### src/rtl/simon_key_expand_seq_if.sv
// -----------------------------------------------------------------------------
// simon_key_expand_seq_if
// Bundles the request/response signals of the SIMON 64/128 key-schedule engine.
//
// Signals:
//   start      request pulse; key_seed is sampled on the same edge
//   key_seed   128-bit master key (LS word = round key 1, MS word = round key 4)
//   busy       engine is expanding keys
//   keys_valid rk_flat holds a complete key set
//   rk_flat    ROUNDS*KW round keys, MS word = key 1, LS word = key ROUNDS
//   zeroize    (only with SIMON_KS_ZEROIZE_EN) synchronous key-bank wipe
//
// Modports:
//   master  requester side (drives start/key_seed/zeroize)
//   slave   key-schedule engine side
//
// Optional feature macro: SIMON_KS_ZEROIZE_EN
// -----------------------------------------------------------------------------
interface simon_key_expand_seq_if #(
  parameter int ROUNDS = 44,
  parameter int KW     = 32
);
  logic                   start;
  logic [4*KW-1:0]        key_seed;
  logic                   busy;
  logic                   keys_valid;
  logic [ROUNDS*KW-1:0]   rk_flat;
`ifdef SIMON_KS_ZEROIZE_EN
  logic                   zeroize;

  modport master (
    output start, key_seed, zeroize,
    input  busy, keys_valid, rk_flat
  );

  modport slave (
    input  start, key_seed, zeroize,
    output busy, keys_valid, rk_flat
  );
`else
  modport master (
    output start, key_seed,
    input  busy, keys_valid, rk_flat
  );

  modport slave (
    input  start, key_seed,
    output busy, keys_valid, rk_flat
  );
`endif
endinterface

### src/rtl/simon_key_expand_seq.sv
// -----------------------------------------------------------------------------
// simon_key_expand_seq
// Sequential SIMON 64/128 key schedule. On start, the four seed words become
// round keys 1..4; each following clock produces one more round key until key
// ROUNDS is written, after which the full bank is presented with keys_valid.
//
// Ports:
//   clk    rising-edge clock
//   rst_n  asynchronous active-low reset (clears state, counter and key bank)
//   bus    simon_key_expand_seq_if.slave
//            start, key_seed (in); busy, keys_valid, rk_flat (out)
//            zeroize (in, only with SIMON_KS_ZEROIZE_EN)
//
// Optional feature macro: SIMON_KS_ZEROIZE_EN
//   Adds a synchronous zeroize input that wipes the key bank and returns the
//   engine to IDLE; it has priority over start.
// -----------------------------------------------------------------------------
module simon_key_expand_seq #(
  parameter int ROUNDS = 44,
  parameter int KW     = 32
) (
  input  logic                    clk,
  input  logic                    rst_n,
  simon_key_expand_seq_if.slave   bus
);

  typedef enum logic [1:0] {
    IDLE   = 2'd0,
    EXPAND = 2'd1,
    DONE   = 2'd2
  } state_t;

  // z3 sequence, MS bit = index 0. Padded with two zero LSBs so that any
  // 6-bit select stays inside the vector.
  localparam logic [61:0] Z3 =
    62'b1101101110_1011000110_0101111000_0001001000_1010011100_1101000011_11;
  localparam logic [63:0] Z3_PAD = {Z3, 2'b00};

  // Rotate right within one key word.
  function automatic logic [KW-1:0] ror(input logic [KW-1:0] v, input int unsigned n);
    return (v >> n) | (v << (KW - n));
  endfunction

  state_t               state_r;
  state_t               state_s;
  logic [5:0]           idx_r;        // 1-based index of the next key to write
  logic [KW-1:0]        win_r [0:3];  // [0]=k[i-4] .. [3]=k[i-1]
  logic [ROUNDS*KW-1:0] rk_r;
  logic                 busy_r;
  logic                 valid_r;

  logic                 zero_s;
  logic                 load_s;
  logic                 step_s;
  logic                 clear_s;
  logic [KW-1:0]        t0_s;
  logic [KW-1:0]        t1_s;
  logic [5:0]           z_sel_s;
  logic                 z_s;
  logic [KW-1:0]        key_nxt_s;

`ifdef SIMON_KS_ZEROIZE_EN
  assign zero_s = bus.zeroize;
`else
  assign zero_s = 1'b0;
`endif

  // Next-state decode and datapath control strobes.
  always_comb begin
    state_s = state_r;
    load_s  = 1'b0;
    step_s  = 1'b0;
    clear_s = 1'b0;
    if (zero_s) begin
      clear_s = 1'b1;
      state_s = IDLE;
    end else begin
      case (state_r)
        IDLE, DONE: begin
          if (bus.start) begin
            load_s  = 1'b1;
            state_s = EXPAND;
          end else begin
            state_s = state_r;
          end
        end
        EXPAND: begin
          // start is deliberately ignored while expanding.
          step_s = 1'b1;
          if (idx_r == 6'(ROUNDS)) begin
            state_s = DONE;
          end else begin
            state_s = EXPAND;
          end
        end
        default: begin
          state_s = IDLE;
        end
      endcase
    end
  end

  // Round-key recurrence for key idx_r from the sliding window.
  always_comb begin
    t0_s      = ror(win_r[3], 3) ^ win_r[1];
    t1_s      = t0_s ^ ror(t0_s, 1);
    // Key i uses z3 bit (i-5); bit j lives at Z3_PAD[63-j].
    z_sel_s   = 6'd63 - (idx_r - 6'd5);
    z_s       = Z3_PAD[z_sel_s];
    key_nxt_s = ~win_r[0] ^ t1_s ^ {{(KW-1){1'b0}}, z_s} ^ {{(KW-2){1'b0}}, 2'b11};
  end

  // FSM state register.
  always_ff @(posedge clk or negedge rst_n) begin
    if (!rst_n) begin
      state_r <= IDLE;
    end else begin
      state_r <= state_s;
    end
  end

  // Key bank, sliding window, index counter and registered status flags.
  always_ff @(posedge clk or negedge rst_n) begin
    if (!rst_n) begin
      idx_r   <= 6'd0;
      rk_r    <= '0;
      busy_r  <= 1'b0;
      valid_r <= 1'b0;
      for (int w = 0; w < 4; w++) begin
        win_r[w] <= '0;
      end
    end else begin
      busy_r  <= (state_s == EXPAND);
      valid_r <= (state_s == DONE);
      if (clear_s) begin
        idx_r <= 6'd0;
        rk_r  <= '0;
        for (int w = 0; w < 4; w++) begin
          win_r[w] <= '0;
        end
      end else if (load_s) begin
        idx_r    <= 6'd5;
        win_r[0] <= bus.key_seed[KW-1:0];
        win_r[1] <= bus.key_seed[2*KW-1:KW];
        win_r[2] <= bus.key_seed[3*KW-1:2*KW];
        win_r[3] <= bus.key_seed[4*KW-1:3*KW];
        // Keys 1..4 occupy the top four words; keys 5..ROUNDS are left as-is.
        rk_r[ROUNDS*KW-1 -: 4*KW] <= {bus.key_seed[KW-1:0],
                                       bus.key_seed[2*KW-1:KW],
                                       bus.key_seed[3*KW-1:2*KW],
                                       bus.key_seed[4*KW-1:3*KW]};
      end else if (step_s) begin
        idx_r    <= idx_r + 6'd1;
        win_r[0] <= win_r[1];
        win_r[1] <= win_r[2];
        win_r[2] <= win_r[3];
        win_r[3] <= key_nxt_s;
        for (int n = 4; n < ROUNDS; n++) begin
          if (idx_r == 6'(n + 1)) begin
            rk_r[(ROUNDS-1-n)*KW +: KW] <= key_nxt_s;
          end
        end
      end else begin
        idx_r <= idx_r;
      end
    end
  end

  assign bus.busy       = busy_r;
  assign bus.keys_valid = valid_r;
  assign bus.rk_flat    = rk_r;

endmodule

### src/flat_wrapper.sv
// flat-port wrapper written by rule: the top's interface ports become plain ports
module simon_key_expand_seq_flat 
#(
  parameter int ROUNDS = 44,
  parameter int KW     = 32
)
  (clk, rst_n, bus_start, bus_key_seed, bus_busy, bus_keys_valid, bus_rk_flat);
  simon_key_expand_seq_if #(.ROUNDS(ROUNDS), .KW(KW)) bus_i ();
  input  logic clk;
  input  logic rst_n;
  input wire logic [$bits(bus_i.start)-1:0] bus_start;
  input wire logic [$bits(bus_i.key_seed)-1:0] bus_key_seed;
  output wire logic [$bits(bus_i.busy)-1:0] bus_busy;
  output wire logic [$bits(bus_i.keys_valid)-1:0] bus_keys_valid;
  output wire logic [$bits(bus_i.rk_flat)-1:0] bus_rk_flat;
  assign bus_i.start = bus_start;
  assign bus_i.key_seed = bus_key_seed;
  assign bus_busy = bus_i.busy;
  assign bus_keys_valid = bus_i.keys_valid;
  assign bus_rk_flat = bus_i.rk_flat;
  simon_key_expand_seq #(.ROUNDS(ROUNDS), .KW(KW)) u_core (.clk(clk), .rst_n(rst_n), .bus(bus_i));
endmodule
### config.mk
export PLATFORM = sky130hd
export DESIGN_NAME = simon_key_expand_seq_flat
export DESIGN_NICKNAME = d
export VERILOG_FILES = /design/src/rtl/simon_key_expand_seq_if.sv /design/src/rtl/simon_key_expand_seq.sv /design/src/flat_wrapper.sv
export SDC_FILE = /design/constraint.sdc
export NUM_CORES = 2
export LEC_CHECK = 0
export BUFFER_PORTS_ARGS = -buffer_cell sky130_fd_sc_hd__clkbuf_2
export CORE_AREA = 2 2 595 597
export CTS_CLUSTER_DIAMETER = 200
export DETAILED_ROUTE_END_ITERATION = 7
export DIE_AREA = 0 0 597 599
export GPL_ROUTABILITY_DRIVEN = 0
export PLACE_DENSITY = 0.35
export SETUP_SLACK_MARGIN = 0.3
export SYNTH_ARGS = -nofsm -noshare
export SYNTH_HDL_FRONTEND = slang
export SYNTH_SLANG_ARGS = --single-unit
### constraint.sdc
create_clock -name clk -period 3.05 [get_ports clk]
set_input_delay 0.4575 -clock clk [delete_from_list [all_inputs] [get_ports clk]]
set_output_delay 0.4575 -clock clk [all_outputs]
set_load 0.02 [all_outputs]
==> metrics.md <==
| Metric | Value |
|---|---|
| Status | `finished, final reports clean` |
| Post-synth top flop | `dfrtp_1` |
| Router iterations before antenna repair | `7` |
| Max-cap viol count | `0` |
| Post-DRT Antenna Nets | `0` |
| Skew-Pair Late Insertion Delay | `just under 900 ps` |
| R2R setup slack | `450 ps` |
| Mapped Area | `between 0.05 and 0.06 sq mm` |
| RR Endpoint | `u_core.bus.rk_flat[544]` |
| TritonCTS buffer count | `between 150 and 200` |
| Die Y | `approximately 600 um` |
| Adder-cell share of the synthesized area | `less than 1%` |
| WL/cell | `around 25 um` |
| Final TNS setup | `0 ps` |
| CTS max path bufs | `4` |
| Initial antenna violation count | `51` |
| RSZ-0062 raised after global routing | `true` |
| Slew at the pin closest to its max-slew limit | `~1100 ps` |
| Post-synth EDFFs | `0` |
| WL final | `about 300 mm` |
| Crit path cell chain | `buf_4 > or3_4 > a32oi_2 > nor2_1 > a311oi_2 > o32ai_4 > xnor2_4 > buf_4 > buf_12 > o21ai_2` |
| Worst Path Required | `~3700 ps` |
| Hold Crit Class | `in -> async` |
| Layout cells sized above 1 | `between 20% and 30%` |
| I/O pin count | `around 1500` |
| Die X | `597 um` |
| Setup CP Type | `reg -> reg` |
| Top-count cell post-synth | `dfrtp_1` |
| Die area | `roughly 0.36 sq mm` |
| Met3 Use GR | `under 10%` |
| Crit-path most repeated cell | `buf_4` |
| CTS tree | `done` |
| Final Hold Viols | `0` |
| Post-synthesis async set-or-reset flop share | `between 90% and 100%` |
| Tot GR Track Use | `roughly 16%` |
| Number of global-route vias before repair | `between 40000 and 50000` |
| # H-tree levels | `4` |
| CP startpoint kind | `flip-flop` |
| Synthesis-to-layout area growth | `38.8%` |
| First-pass GRT wire length | `roughly 400 mm` |
| Pin count of the biggest net entering global routing | `roughly 110` |
| Post-synthesis compound-gate area fraction | `a little over an eighth` |
| Setup Skew | `around 67 ps` |
| Synth Area per Inst | `10.4 sq um` |
| Clk sinks | `roughly 1500` |
| Max-slew violations | `0` |
| Largest family of logic cells by synthesized area | `compound AO/OA/AOI/OAI gates` |
| Worst reg2reg path depth | `10` |
| PortBufs | `around 1500` |
| Starting Density | `16.2%` |
| DR vias/cell | `3.89` |
| CORE AREA | `about 0.35 sq mm` |
| Post-synth top cells | `1546 x dfrtp_1, 1493 x nand2_1, 1096 x o21ai_0` |
| Min Tclk post-route | `2600 ps` |
| Worst path max stage delay | `between 300 and 400 ps` |
| Synth Area in Simple Gates | `12.3%` |
| Final worst-path cycle share | `85.3%` |
| Cells after Synth | `around 5500` |
| CP Max Fanout | `19` |
| Count of final setup violators | `0` |
| Most used routing layer | `met2` |
| Clk slew on worst S/H paths | `about 60 ps` |
| Synth top area cells | `dfrtp_1 68%, nand2_1 9.8%, o21ai_0 9.6%, clkbuf_1 2.8%, a21oi_1 2.1%` |
| Yosys Warn Count | `0` |
| Worst slew margin | `about 28%` |
| Vias after detailed routing | `approximately 46000` |
| Yosys top cell by area | `dfrtp_1` |
| Final HPWL DP | `~210 mm` |
| Nets | `approximately 7000` |
| CTS root buf | `clkbuf_16` |
| Peak Freq | `0.384 GHz` |
| GR Layer Usage met2 | `approximately 28%` |
| Total congestion overflow | `0` |
| Row count | `between 200 and 250` |
| Share of the synthesized area in the top cell type | `about two thirds` |
| Syn Nets | `~5600` |
| Cell at the slowest stage of the critical path | `dfrtp_1` |
| Met1 usage | `between 20% and 30%` |
| Fillers | `approximately 39000` |
| XOR/XNOR Fraction of Synth Area | `1.58%` |
| Iter 0 DRT Violations | `3147` |
| Worst EP arrival | `3280 ps` |
| Sequential share of the synthesized area | `around two thirds` |
| Setup crit end kind | `flip-flop` |
| Post-synthesis mux area share | `1.28%` |
| Seq cells post-synth | `between 1500 and 2000` |
| Unique masters post-synth | `46` |
| Worst flop-to-flop path startpoint | `u_core.idx_r[1]` |
| Remaining DRCs | `0` |
repair_timing:
item                                    CTS  global route
hold buffers                            130             0
pin swaps                                 3             6
resized for setup                         8             5
gates cloned                              1             1
hold endpoints to repair                701             0
setup buffers                             4             4
endpoints found under the setup margin   40            25
how the worst max path moves through the flow:
stage                          startpoint  cells after the start                       end
final                     u_core.idx_r[1]                     10   u_core.bus.rk_flat[544]
after global routing      u_core.idx_r[0]                     11   u_core.bus.rk_flat[128]
after CTS                 u_core.idx_r[1]                     10           u_core.win_r[0]
after detailed placement  u_core.idx_r[1]                     10   u_core.bus.rk_flat[128]
after global placement    u_core.idx_r[1]                     10   u_core.bus.rk_flat[128]
after floorplan           u_core.idx_r[0]                     12  u_core.bus.rk_flat[1024]
critical path, delay by kind of cell (launching register included):
kind | cells | cell delay, ps
compound gates | 4 | 800
buf+inv | 3 | 520
simple gates | 2 | 470
flops | 1 | 390
xor+xnor | 1 | 210
through the flow:
stage,worst slack [ps],hold WS [ps],instance area [sq um],utilization (%),cells
after floorplan,503,162,56900,-,5472
after global placement,44.5,460,71300,20.3,11400
after detailed placement,89.6,461,71300,20.3,11400
after CTS,312,118,78800,22.4,11800
after global routing,282,156,78900,22.5,11800
final,447,217,79000,22.5,11800
cells by family after synthesis:
| group | count (synthesis) |
|---|---|
| adder cells (fa/ha/maj) | 8 |
| XOR/XNOR | 102 |
| buffers and inverters | 463 |
| flip-flops | 1546 |
| AND/OR/NAND/NOR | 1820 |
| AO/OA/AOI/OAI | 1460 |
| multiplexers | 73 |
state kept, by name (all words and copies together), names as in the netlist:
| register | cells |
|---|---|
| u_core.bus.busy | 1 |
| u_core.bus.keys_valid | 1 |
| u_core.bus.rk_flat | 1408 |
| u_core.idx_r | 6 |
| u_core.state_r | 2 |
| u_core.win_r | 128 |
layer usage:
metal  vias up  wire, um
met3       306     20600
met5         -       103
li1      21200         -
met1     22900    124000
met4        18      7030
met2      1629    145000
layout by cell type (no fill, tap or decap), drive strengths merged:
| cell type | instances |
|---|---|
| a22oi | 64 |
| nor2 | 268 |
| nand3 | 26 |
| o211ai | 3 |
| nand4 | 3 |
| or3 | 3 |
| clkinv | 36 |
| a32oi | 1 |
| and2 | 1 |
| diode | 15 |
| clkbuf | 1822 |
| a31o | 1 |
| clkinvlp | 4 |
| a22o | 1 |
| o21ai | 1131 |
| nand3b | 2 |
| xnor2 | 98 |
| xor2 | 4 |
| a221oi | 2 |
| a311oi | 2 |
| nor2b | 7 |
| and3 | 1 |
| bufinv | 4 |
| nand2 | 1493 |
| nand2b | 4 |
| inv | 16 |
| a21oi | 252 |
| nor3 | 8 |
| dfrtp | 1546 |
| buf | 191 |
| o31ai | 1 |
| o32ai | 1 |
| a211o | 1 |
| and3b | 1 |
| mux2i | 73 |
| ha | 8 |
| dlygate4sd3 | 130 |
| or2 | 3 |
final cells by class:
cell class	count	area [sq um]	area share, %
sequential	1546	38700	49.0
multi-input combinational	3463	17000	21.6
timing repair buffer	1861	11200	14.2
tap	4620	5780	7.32
clock buffer	282	5630	7.13
clock inverter	49	517	0.654
inverter	11	41.3	0.0523
antenna	15	37.5	0.0475
Power is left out: the tool's default activity adds up to more than one toggle a clock period on the data nets, which glitch-free logic cannot reach.
